`config.mk`:
```
export PLATFORM = sky130hd
export DESIGN_NAME = cw310_usb_reg_fe
export DESIGN_NICKNAME = d
export VERILOG_FILES = /design/src/rtl/cw310_usb_reg_fe_pkg.sv /design/src/rtl/cw310_strobe_sync.sv /design/src/rtl/cw310_usb_reg_fe.sv
export SDC_FILE = /design/constraint.sdc
export NUM_CORES = 1
export LEC_CHECK = 0
export BUFFER_PORTS_ARGS = -buffer_cell sky130_fd_sc_hd__buf_4
export CORE_MARGIN = 4
export CORE_UTILIZATION = 40
export CTS_CLUSTER_SIZE = 25
export DETAILED_ROUTE_END_ITERATION = 10
export PLACE_DENSITY = 0.71
export SYNTH_ARGS = -nofsm -noshare
export SYNTH_HDL_FRONTEND = slang
export SYNTH_SLANG_ARGS = --single-unit
```
`constraint.sdc`:
```
create_clock -name usb_clk -period 1.5 [get_ports usb_clk]
set_clock_uncertainty 0.1 [all_clocks]
set_input_delay 0.15 -clock usb_clk [delete_from_list [all_inputs] [get_ports usb_clk]]
set_output_delay 0.15 -clock usb_clk [all_outputs]
set_load 0.03 [all_outputs]
```
`src/rtl/cw310_usb_reg_fe_pkg.sv`:
```
// Shared definitions for the CW310 USB register-bus front end.
package cw310_usb_reg_fe_pkg;

  localparam int unsigned SYNC_DEPTH = 2;

  typedef enum logic [2:0] {
    IDLE     = 3'd0,
    RD_CAPT  = 3'd1,
    RD_HOLD  = 3'd2,
    WR_PULSE = 3'd3,
    WR_WAIT  = 3'd4
  } fe_state_e;

endpackage

```
`src/rtl/cw310_strobe_sync.sv`:
```
// Two-flop synchroniser for an asynchronous bus strobe, plus a history flop
// for edge detection. Resets to 1 (strobe inactive).
module cw310_strobe_sync
  import cw310_usb_reg_fe_pkg::*;
#(
  parameter bit pFALLING = 1'b1
) (
  input  logic clk,
  input  logic rst,
  input  logic async_in,
  output logic sync_out,
  output logic edge_out
);

  (* ASYNC_REG = "TRUE" *) logic [SYNC_DEPTH-1:0] sync_ff;
  logic hist;

  always_ff @(posedge clk or posedge rst) begin
    if (rst) begin
      sync_ff <= '1;
      hist    <= 1'b1;
    end else begin
      sync_ff <= {sync_ff[SYNC_DEPTH-2:0], async_in};
      hist    <= sync_ff[SYNC_DEPTH-1];
    end
  end

  assign sync_out = sync_ff[SYNC_DEPTH-1];
  assign edge_out = pFALLING ? (hist & ~sync_out) : (~hist & sync_out);

endmodule

```
`src/rtl/cw310_usb_reg_fe.sv`:
```
// SAM3U external-memory bus to register-block front end.
// Optional burst byte counter enabled by defining USB_BURST_EN.
module cw310_usb_reg_fe
  import cw310_usb_reg_fe_pkg::*;
#(
  parameter int pADDR_WIDTH   = 21,
  parameter int pBYTECNT_SIZE = 7
) (
  input  logic                               usb_clk,
  input  logic                               reset_i,
  input  logic [pADDR_WIDTH-1:0]             usb_addr,
  input  logic [7:0]                         usb_din,
  output logic [7:0]                         usb_dout,
  output logic                               usb_isout,
  input  logic                               usb_cen,
  input  logic                               usb_rdn,
  input  logic                               usb_wrn,
  output logic [pADDR_WIDTH-pBYTECNT_SIZE-1:0] reg_address,
  output logic [pBYTECNT_SIZE-1:0]           reg_bytecnt,
  output logic [7:0]                         write_data,
  input  logic [7:0]                         read_data,
  output logic                               reg_read,
  output logic                               reg_write,
  output logic                               reg_addrvalid
);

  fe_state_e state, state_nxt;

  logic cen_s, rdn_s, wrn_s;
  logic rdn_fell, wrn_rose;
  logic rd_go, wr_go;
  logic [pBYTECNT_SIZE-1:0] access_bcnt;

  logic [7:0]                             dout_nxt, wdata_nxt;
  logic                                   isout_nxt, read_nxt, write_nxt, av_nxt;
  logic [pADDR_WIDTH-pBYTECNT_SIZE-1:0]   addr_nxt;
  logic [pBYTECNT_SIZE-1:0]               bcnt_nxt;

`ifdef USB_BURST_EN
  logic cen_fell;
`else
  logic unused_cen_fell;
`endif

  cw310_strobe_sync #(.pFALLING(1'b1)) u_sync_cen (
    .clk      (usb_clk),
    .rst      (reset_i),
    .async_in (usb_cen),
    .sync_out (cen_s),
`ifdef USB_BURST_EN
    .edge_out (cen_fell)
`else
    .edge_out (unused_cen_fell)
`endif
  );

  cw310_strobe_sync #(.pFALLING(1'b1)) u_sync_rdn (
    .clk      (usb_clk),
    .rst      (reset_i),
    .async_in (usb_rdn),
    .sync_out (rdn_s),
    .edge_out (rdn_fell)
  );

  cw310_strobe_sync #(.pFALLING(1'b0)) u_sync_wrn (
    .clk      (usb_clk),
    .rst      (reset_i),
    .async_in (usb_wrn),
    .sync_out (wrn_s),
    .edge_out (wrn_rose)
  );

  // A write edge wins over a read edge seen in the same cycle.
  assign wr_go = (state == IDLE) && !cen_s && wrn_rose;
  assign rd_go = (state == IDLE) && !cen_s && rdn_fell && !wrn_rose;

`ifdef USB_BURST_EN
  logic [pBYTECNT_SIZE-1:0] burst_cnt;

  // A cen falling edge coincident with an access must use the reloaded value.
  assign access_bcnt = cen_fell ? usb_addr[pBYTECNT_SIZE-1:0] : burst_cnt;

  always_ff @(posedge usb_clk or posedge reset_i) begin
    if (reset_i)
      burst_cnt <= '0;
    else if (wr_go || rd_go)
      burst_cnt <= access_bcnt + pBYTECNT_SIZE'(1);
    else if (cen_fell)
      burst_cnt <= usb_addr[pBYTECNT_SIZE-1:0];
  end
`else
  assign access_bcnt = usb_addr[pBYTECNT_SIZE-1:0];
`endif

  always_comb begin
    state_nxt = state;
    dout_nxt  = usb_dout;
    isout_nxt = usb_isout;
    addr_nxt  = reg_address;
    bcnt_nxt  = reg_bytecnt;
    wdata_nxt = write_data;
    read_nxt  = reg_read;
    write_nxt = reg_write;
    av_nxt    = reg_addrvalid;
    case (state)
      IDLE: begin
        if (wr_go) begin
          addr_nxt  = usb_addr[pADDR_WIDTH-1:pBYTECNT_SIZE];
          bcnt_nxt  = access_bcnt;
          wdata_nxt = usb_din;
          write_nxt = 1'b1;
          av_nxt    = 1'b1;
          state_nxt = WR_PULSE;
        end else if (rd_go) begin
          addr_nxt  = usb_addr[pADDR_WIDTH-1:pBYTECNT_SIZE];
          bcnt_nxt  = access_bcnt;
          read_nxt  = 1'b1;
          av_nxt    = 1'b1;
          state_nxt = RD_CAPT;
        end
      end
      RD_CAPT: begin
        dout_nxt  = read_data;
        isout_nxt = wrn_s;
        read_nxt  = 1'b0;
        av_nxt    = 1'b0;
        state_nxt = RD_HOLD;
      end
      RD_HOLD: begin
        // Also release the pins if a write strobe shows up, so we never fight the host.
        if (rdn_s || cen_s || !wrn_s) begin
          isout_nxt = 1'b0;
          state_nxt = IDLE;
        end
      end
      WR_PULSE: begin
        write_nxt = 1'b0;
        av_nxt    = 1'b0;
        state_nxt = WR_WAIT;
      end
      WR_WAIT: state_nxt = IDLE;
      default: begin
        isout_nxt = 1'b0;
        read_nxt  = 1'b0;
        write_nxt = 1'b0;
        av_nxt    = 1'b0;
        state_nxt = IDLE;
      end
    endcase
  end

  always_ff @(posedge usb_clk or posedge reset_i) begin
    if (reset_i) begin
      state         <= IDLE;
      usb_dout      <= '0;
      usb_isout     <= 1'b0;
      reg_address   <= '0;
      reg_bytecnt   <= '0;
      write_data    <= '0;
      reg_read      <= 1'b0;
      reg_write     <= 1'b0;
      reg_addrvalid <= 1'b0;
    end else begin
      state         <= state_nxt;
      usb_dout      <= dout_nxt;
      usb_isout     <= isout_nxt;
      reg_address   <= addr_nxt;
      reg_bytecnt   <= bcnt_nxt;
      write_data    <= wdata_nxt;
      reg_read      <= read_nxt;
      reg_write     <= write_nxt;
      reg_addrvalid <= av_nxt;
    end
  end

endmodule
```
# ---- Word-level counts from Yosys, hierarchy flattened
# Index checks and enable logic that the tools add are counted.
dict set report word_totals {
  register_bits 52
  input_bits 42
  output_inout_bits 41
  elab_cells 70
}
dict set report classes {
  eq_ne 9
  muxes 17
  bitwise 8
  n_reduce_logical 22
}
# cell n
set op_table {}
lappend op_table {{two-way mux 14 bit} 2}
lappend op_table {{two-way mux 7 bit} 2}
lappend op_table {{one-hot mux 3 bit (4 select lines)} 1}
lappend op_table {{AND reduction 2 bit} 6}
lappend op_table {{two-way mux 3 bit} 3}
lappend op_table {{OR reduction 3 bit} 3}
lappend op_table {{inequality test 2 bit (second input constant)} 4}
lappend op_table {{equality test 3 x 2 -> 1 bit (second input constant)} 2}
lappend op_table {{NOT 1 bit} 6}
lappend op_table {{one-hot mux 1 bit (2 select lines)} 3}
lappend op_table {{two-way mux 1 bit} 5}
lappend op_table {{logical AND 1 bit} 4}
lappend op_table {{equality test 3 x 1 -> 1 bit (second input constant)} 1}
lappend op_table {{equality test 3 bit (second input constant)} 1}
lappend op_table {{zero test 1 bit} 3}
lappend op_table {{zero test 3 bit} 1}
lappend op_table {{inequality test 3 bit (second input constant)} 1}
lappend op_table {{one-hot mux 1 bit (3 select lines)} 1}
lappend op_table {{AND reduction 3 bit} 1}
lappend op_table {{bitwise AND 1 bit} 2}
lappend op_table {{logical OR 1 bit} 2}
lappend op_table {{nonzero test 2 bit} 1}
lappend op_table {{OR reduction 2 bit} 1}

# ---- Longest topological paths before layout
dict set report depth {
  depth_word 7
  mapped_depth 5
  mapped_depth_nobuf 3
}

# ---- Hierarchy
# From an unflattened synthesis, not the netlist that was laid out.
dict set report unflattened {
  hier_cells 123
  area_unflattened_um2 2110.8
}
# module n_inst cells_per_inst area_each_um2 seq_area_each_um2
set modules_own_cells {}
lappend modules_own_cells {cw310_usb_reg_fe 1 108 1821.7 1101.1}
lappend modules_own_cells {cw310_strobe_sync 3 5 96.3 78.8}

# ---- Worst setup path before layout
# No wires, ideal clock.
dict set report synth_path {
  kind {reg2reg}
  start {register u_sync_wrn.sync_ff[1]}
  end {register reg_address[10]}
  setup_ps 125
  arrival_time_ps 1370
  required_time_ps 1275
  slack_ps -95
  stages_incl_launch_ff 5
  path_buffers 1
  synth_period_minus_slack_ps 1595
  cell_sequence {dfstp_2 -> nor2b_1 -> o21ai_2 -> buf_6 -> mux2_4}
}
dict set report synth_via {
  elab_chain_len 5
  word_cells_on_any_way 7
  classes_between {1 x mux; 1 x bitwise; 5 x reduce/logical}
}
# item line
set synth_rtl {}
lappend synth_rtl {{from (decl)} cw310_strobe_sync.sv:15} ;# (* ASYNC_REG = "TRUE" *) logic [SYNC_DEPTH-1:0] sync_ff;
lappend synth_rtl {{from (signal assigned)} cw310_strobe_sync.sv:23} ;# sync_ff <= {sync_ff[SYNC_DEPTH-2:0], async_in};
lappend synth_rtl {{bitwise AND 1 bit *} cw310_strobe_sync.sv:29} ;# assign edge_out = pFALLING ? (hist & ~sync_out) : (~hist & sync_out);
lappend synth_rtl {{zero test 1 bit} cw310_usb_reg_fe.sv:75} ;# assign rd_go = (state == IDLE) && !cen_s && rdn_fell && !wrn_rose;
lappend synth_rtl {{logical AND 1 bit} cw310_usb_reg_fe.sv:75}
lappend synth_rtl {{nonzero test 2 bit (no line)} --}
lappend synth_rtl {{AND reduction 2 bit (no line)} --}
lappend synth_rtl {{to (signal assigned)} cw310_usb_reg_fe.sv:167} ;# reg_address <= addr_nxt;
lappend synth_rtl {{to (decl)} cw310_usb_reg_fe.sv:18} ;# output logic [pADDR_WIDTH-pBYTECNT_SIZE-1:0] reg_address,
# Mark *: on every way between the ends. The rest lies on a longest branch, timed or not.
# A chain may end at the register's enable or synchronous reset.

# ---- Final worst setup path
dict set report layout_path {
  start {register state[2]}
  end {register reg_bytecnt[3]}
}
dict set report layout_via {
  elab_chain_len 6
  word_cells_on_any_way 8
  classes_between {1 x mux; 7 x reduce/logical}
}
# item line
set layout_rtl {}
lappend layout_rtl {{from (decl)} cw310_usb_reg_fe.sv:27} ;# fe_state_e state, state_nxt;
lappend layout_rtl {{from (signal assigned)} cw310_usb_reg_fe.sv:164} ;# state <= state_nxt;
lappend layout_rtl {{zero test 3 bit *} {cw310_usb_reg_fe.sv:74, cw310_usb_reg_fe.sv:75, cw310_usb_reg_fe.sv:105}}
lappend layout_rtl {{logical AND 1 bit} {cw310_usb_reg_fe.sv:74, cw310_usb_reg_fe.sv:75}}
lappend layout_rtl {{logical AND 1 bit (2 in a row)} cw310_usb_reg_fe.sv:75}
lappend layout_rtl {{nonzero test 2 bit (no line)} --}
lappend layout_rtl {{AND reduction 2 bit (no line)} --}
lappend layout_rtl {{to (signal assigned)} cw310_usb_reg_fe.sv:168} ;# reg_bytecnt <= bcnt_nxt;
lappend layout_rtl {{to (decl)} cw310_usb_reg_fe.sv:19} ;# output logic [pBYTECNT_SIZE-1:0] reg_bytecnt,
# Marked as above.

==> results.txt <==
first-pass GRT wire length -> 8.01 mm
CTS Buf Count -> 5
Layout Nets -> 309
flip-flop and latch area -> 1310 um2
synthesis-to-layout area growth -> 64.9%
Hold WC Path Type -> in -> async
switching portion of total power -> 36.0%
DRC viols -> 0
Hold Vio Cnt, Final -> 0
top-count cell post-synth -> dfrtp_1
final instance area -> 3380 um2
top cell type's share of synthesized area -> 53.8%
clk_lat worst skew -> 300 ps
# H-tree levels -> 2
I/O pins -> 83
GRT overflow -> 0
Synth area leader -> dfrtp_1
critical path fanouts, max -> 17
Reg2Reg Depth -> 4
Filler Cell Count -> 332
CTS tree -> done
final setup fails -> 29
setup slack at placement -> -63.9 ps
leakage -> 1.64 nW
GPL Wtd Cong -> 0.720
Cell variety after synth -> 23
first-iteration detailed-routing DRC count -> 56
Site Rows -> 25
min Tclk post-route -> 1570 ps
failing checks -> negative setup slack
cell area after synthesis -> 2050 um2
Internal -> 3.37 mW
Cells after Synth -> 127
Slew Limit Headroom -> 82.0%
R2R Setup Slk -> -70 ps
CTS sink count -> 52
Commonest cells post-synth -> dfrtp_1 (44), mux2_4 (19), mux2_2 (16)
WP data required -> 1580 ps
diodes inserted -> 0
WP data arrival -> 1660 ps
total die area -> 6330 um2
Cell Pwr Density -> 1560 nW/um2
Initial Util -> 42.2%
fin worst setup slack -> -73.7 ps
fmax -> 635 MHz
Core Box Area -> 4850 um2
ranking of synthesized cells by area -> dfrtp_1 (54%), mux2_4 (14%), dfstp_2 (10%)
Clk pwr share -> 17.9%
WL per Instance -> 14.5 um
Fin Hold WS -> 232 ps
Post-DP HPWL -> 3.12 mm
Total Neg Setup Slack -> -1460 ps
ANT nets after route -> 0
Crit Path Class -> reg -> reg
IO Port Bufs -> 82
critical path startpoint category -> flop
Synth Warn # -> 0
ys async rst share -> 100%
MaxCap Viol Count -> 0
Die X -> 79.5 um
area of the multi-input gates -> 681 um2
start point of the critical path -> state[2]
via count -> 1,543
Crit. End Element -> flop
pins over their slew limit -> 0
worst-margin pin slew -> 268 ps
routed wire length -> 4.87 mm
CTS clk-pin slew, worst paths -> 90 ps
largest net degree at the start of global routing -> 35
initial antenna violation count -> 0
Root Buffer -> clkbuf_8
number of synthesized flops with an enable pin -> 0
Comb pwr share -> 43.2%
Post-synth top flop -> dfrtp_1
number of global-route vias before repair -> 1,691
status -> finished, violations left
reg2reg end -> reg_bytecnt[3]
Syn Nets -> 169
P_sw -> 1.90 mW
FF-to-FF Start -> state[2]
Die Ht -> 79.5 um
Avg Inst Size Synth -> 16.1 um2
Max IR drop VDD -> 892 uV
Synth Register Bits -> 52
Reg power frac -> 39.0%
Placed Area -> 2850 um2
clock buffer depth -> 2
crit share post-route -> 105%
post-DR vias/cell -> 4.61
Overall Global Routing Usage -> 16.5%
critical path endpoint -> reg_bytecnt[3]
DRT Pass-1 Iters -> 4
register area share after synthesis -> 64.1%
RSZ-0062 raised after global routing -> true
fraction of layout cells with a size suffix above 1 -> 57.5%
## final cells by class
type	count	share of cell area, %
flip-flops and latches	52	38.9
clock inverters	3	1.26
inverters	3	0.334
clock buffers	5	2.04
multi-input cells	67	20.2
well taps	67	2.48
repair buffers	138	34.8
## metrics by stage
step | std cells | util [%] | power, mW
final | 335 | 69.6 | 5.27
after global routing | 335 | 69.6 | 5.51
after CTS | 335 | 69.6 | 5.29
after detailed placement | 286 | 58.8 | 4.25
after global placement | 286 | 58.8 | 4.21
after floorplan | 127 | - | 3.37
## flip-flops by register name, indices dropped and copies added (netlist names)
register and cells:
reg_address 14, reg_addrvalid 1, reg_bytecnt 7, reg_read 1, reg_write 1, state 3
u_sync_cen.sync_ff 2, u_sync_rdn.hist 1, u_sync_rdn.sync_ff 2, u_sync_wrn.hist 1, u_sync_wrn.sync_ff 2, usb_dout 8
usb_isout 1, write_data 8
## metal layers
metal  track usage, %  wire (um)  up-vias
met5                0          0        -
met4             5.33         68        0
met3             5.76        367        9
met2             29.5       2600       55
met1             18.2       1830      764
li1                 -          -      715
## power by group through the flow
stage          clock network [mW]  registers (mW)  logic, mW
2_1_floorplan                   0            2.81      0.561
3_3_place_gp                    0            2.06       2.15
3_5_place_dp                    0            2.06       2.20
4_1_cts                     0.966            2.05       2.27
5_1_grt                      1.02            2.10       2.38
6_report                    0.940            2.05       2.27
## worst max-delay path, cell delays in order, from the launching register on
cell and delay, ps:
dfrtp_1 420, nor4_4 320, o21ai_2 140, buf_12 180
mux2_4 300
## worst min-delay path by stage
stage	from	depth (start not counted)	slack (ps)	to
final	reset_i	3	230	usb_dout[3]
after global routing	reset_i	3	250	usb_dout[3]
after CTS	reset_i	3	230	usb_dout[3]
after detailed placement	reset_i	2	-3	usb_dout[2]
after global placement	reset_i	2	-5	usb_dout[3]
after floorplan	usb_cen	0	50	u_sync_cen.sync_ff[0]
## cell usage in the layout, fill, tap and decap left out
cell type / count
a21oi_1: 3
a221oi_1: 1
a31oi_1: 1
and2b_1: 2
and4b_1: 1
buf_12: 3
buf_4: 94
bufinv_16: 1
clkbuf_8: 5
clkinv_2: 1
clkinvlp_4: 1
dfrtp_1: 43
dfrtp_2: 1
dfstp_2: 8
dlygate4sd3_1: 41
inv_1: 2
inv_2: 1
mux2_1: 2
mux2_2: 16
mux2_4: 19
nand2_1: 2
nand2_2: 1
nand2b_1: 2
nand4b_1: 1
nor2_1: 4
nor2b_1: 3
nor2b_2: 1
nor4_4: 1
o21ai_0: 6
o21ai_2: 1
## cells by family after synthesis
| kind of cell | Yosys count | share of synthesized area [%] |
|---|---|---|
| compound gates | 12 | 3.36 |
| buf+inv | 8 | 2.81 |
| flops | 52 | 64.1 |
| mux | 37 | 23.8 |
| simple gates | 18 | 5.93 |
## what timing repair did
item | CTS | global route
setup endpoints to repair | 29 | 38
gates resized for setup | 0 | 1
setup buffers | 0 | 0
hold endpoints to repair | 84 | 0
pin swaps | 0 | 0
hold buffers | 41 | 0
(Power assumes the default switching activity.)
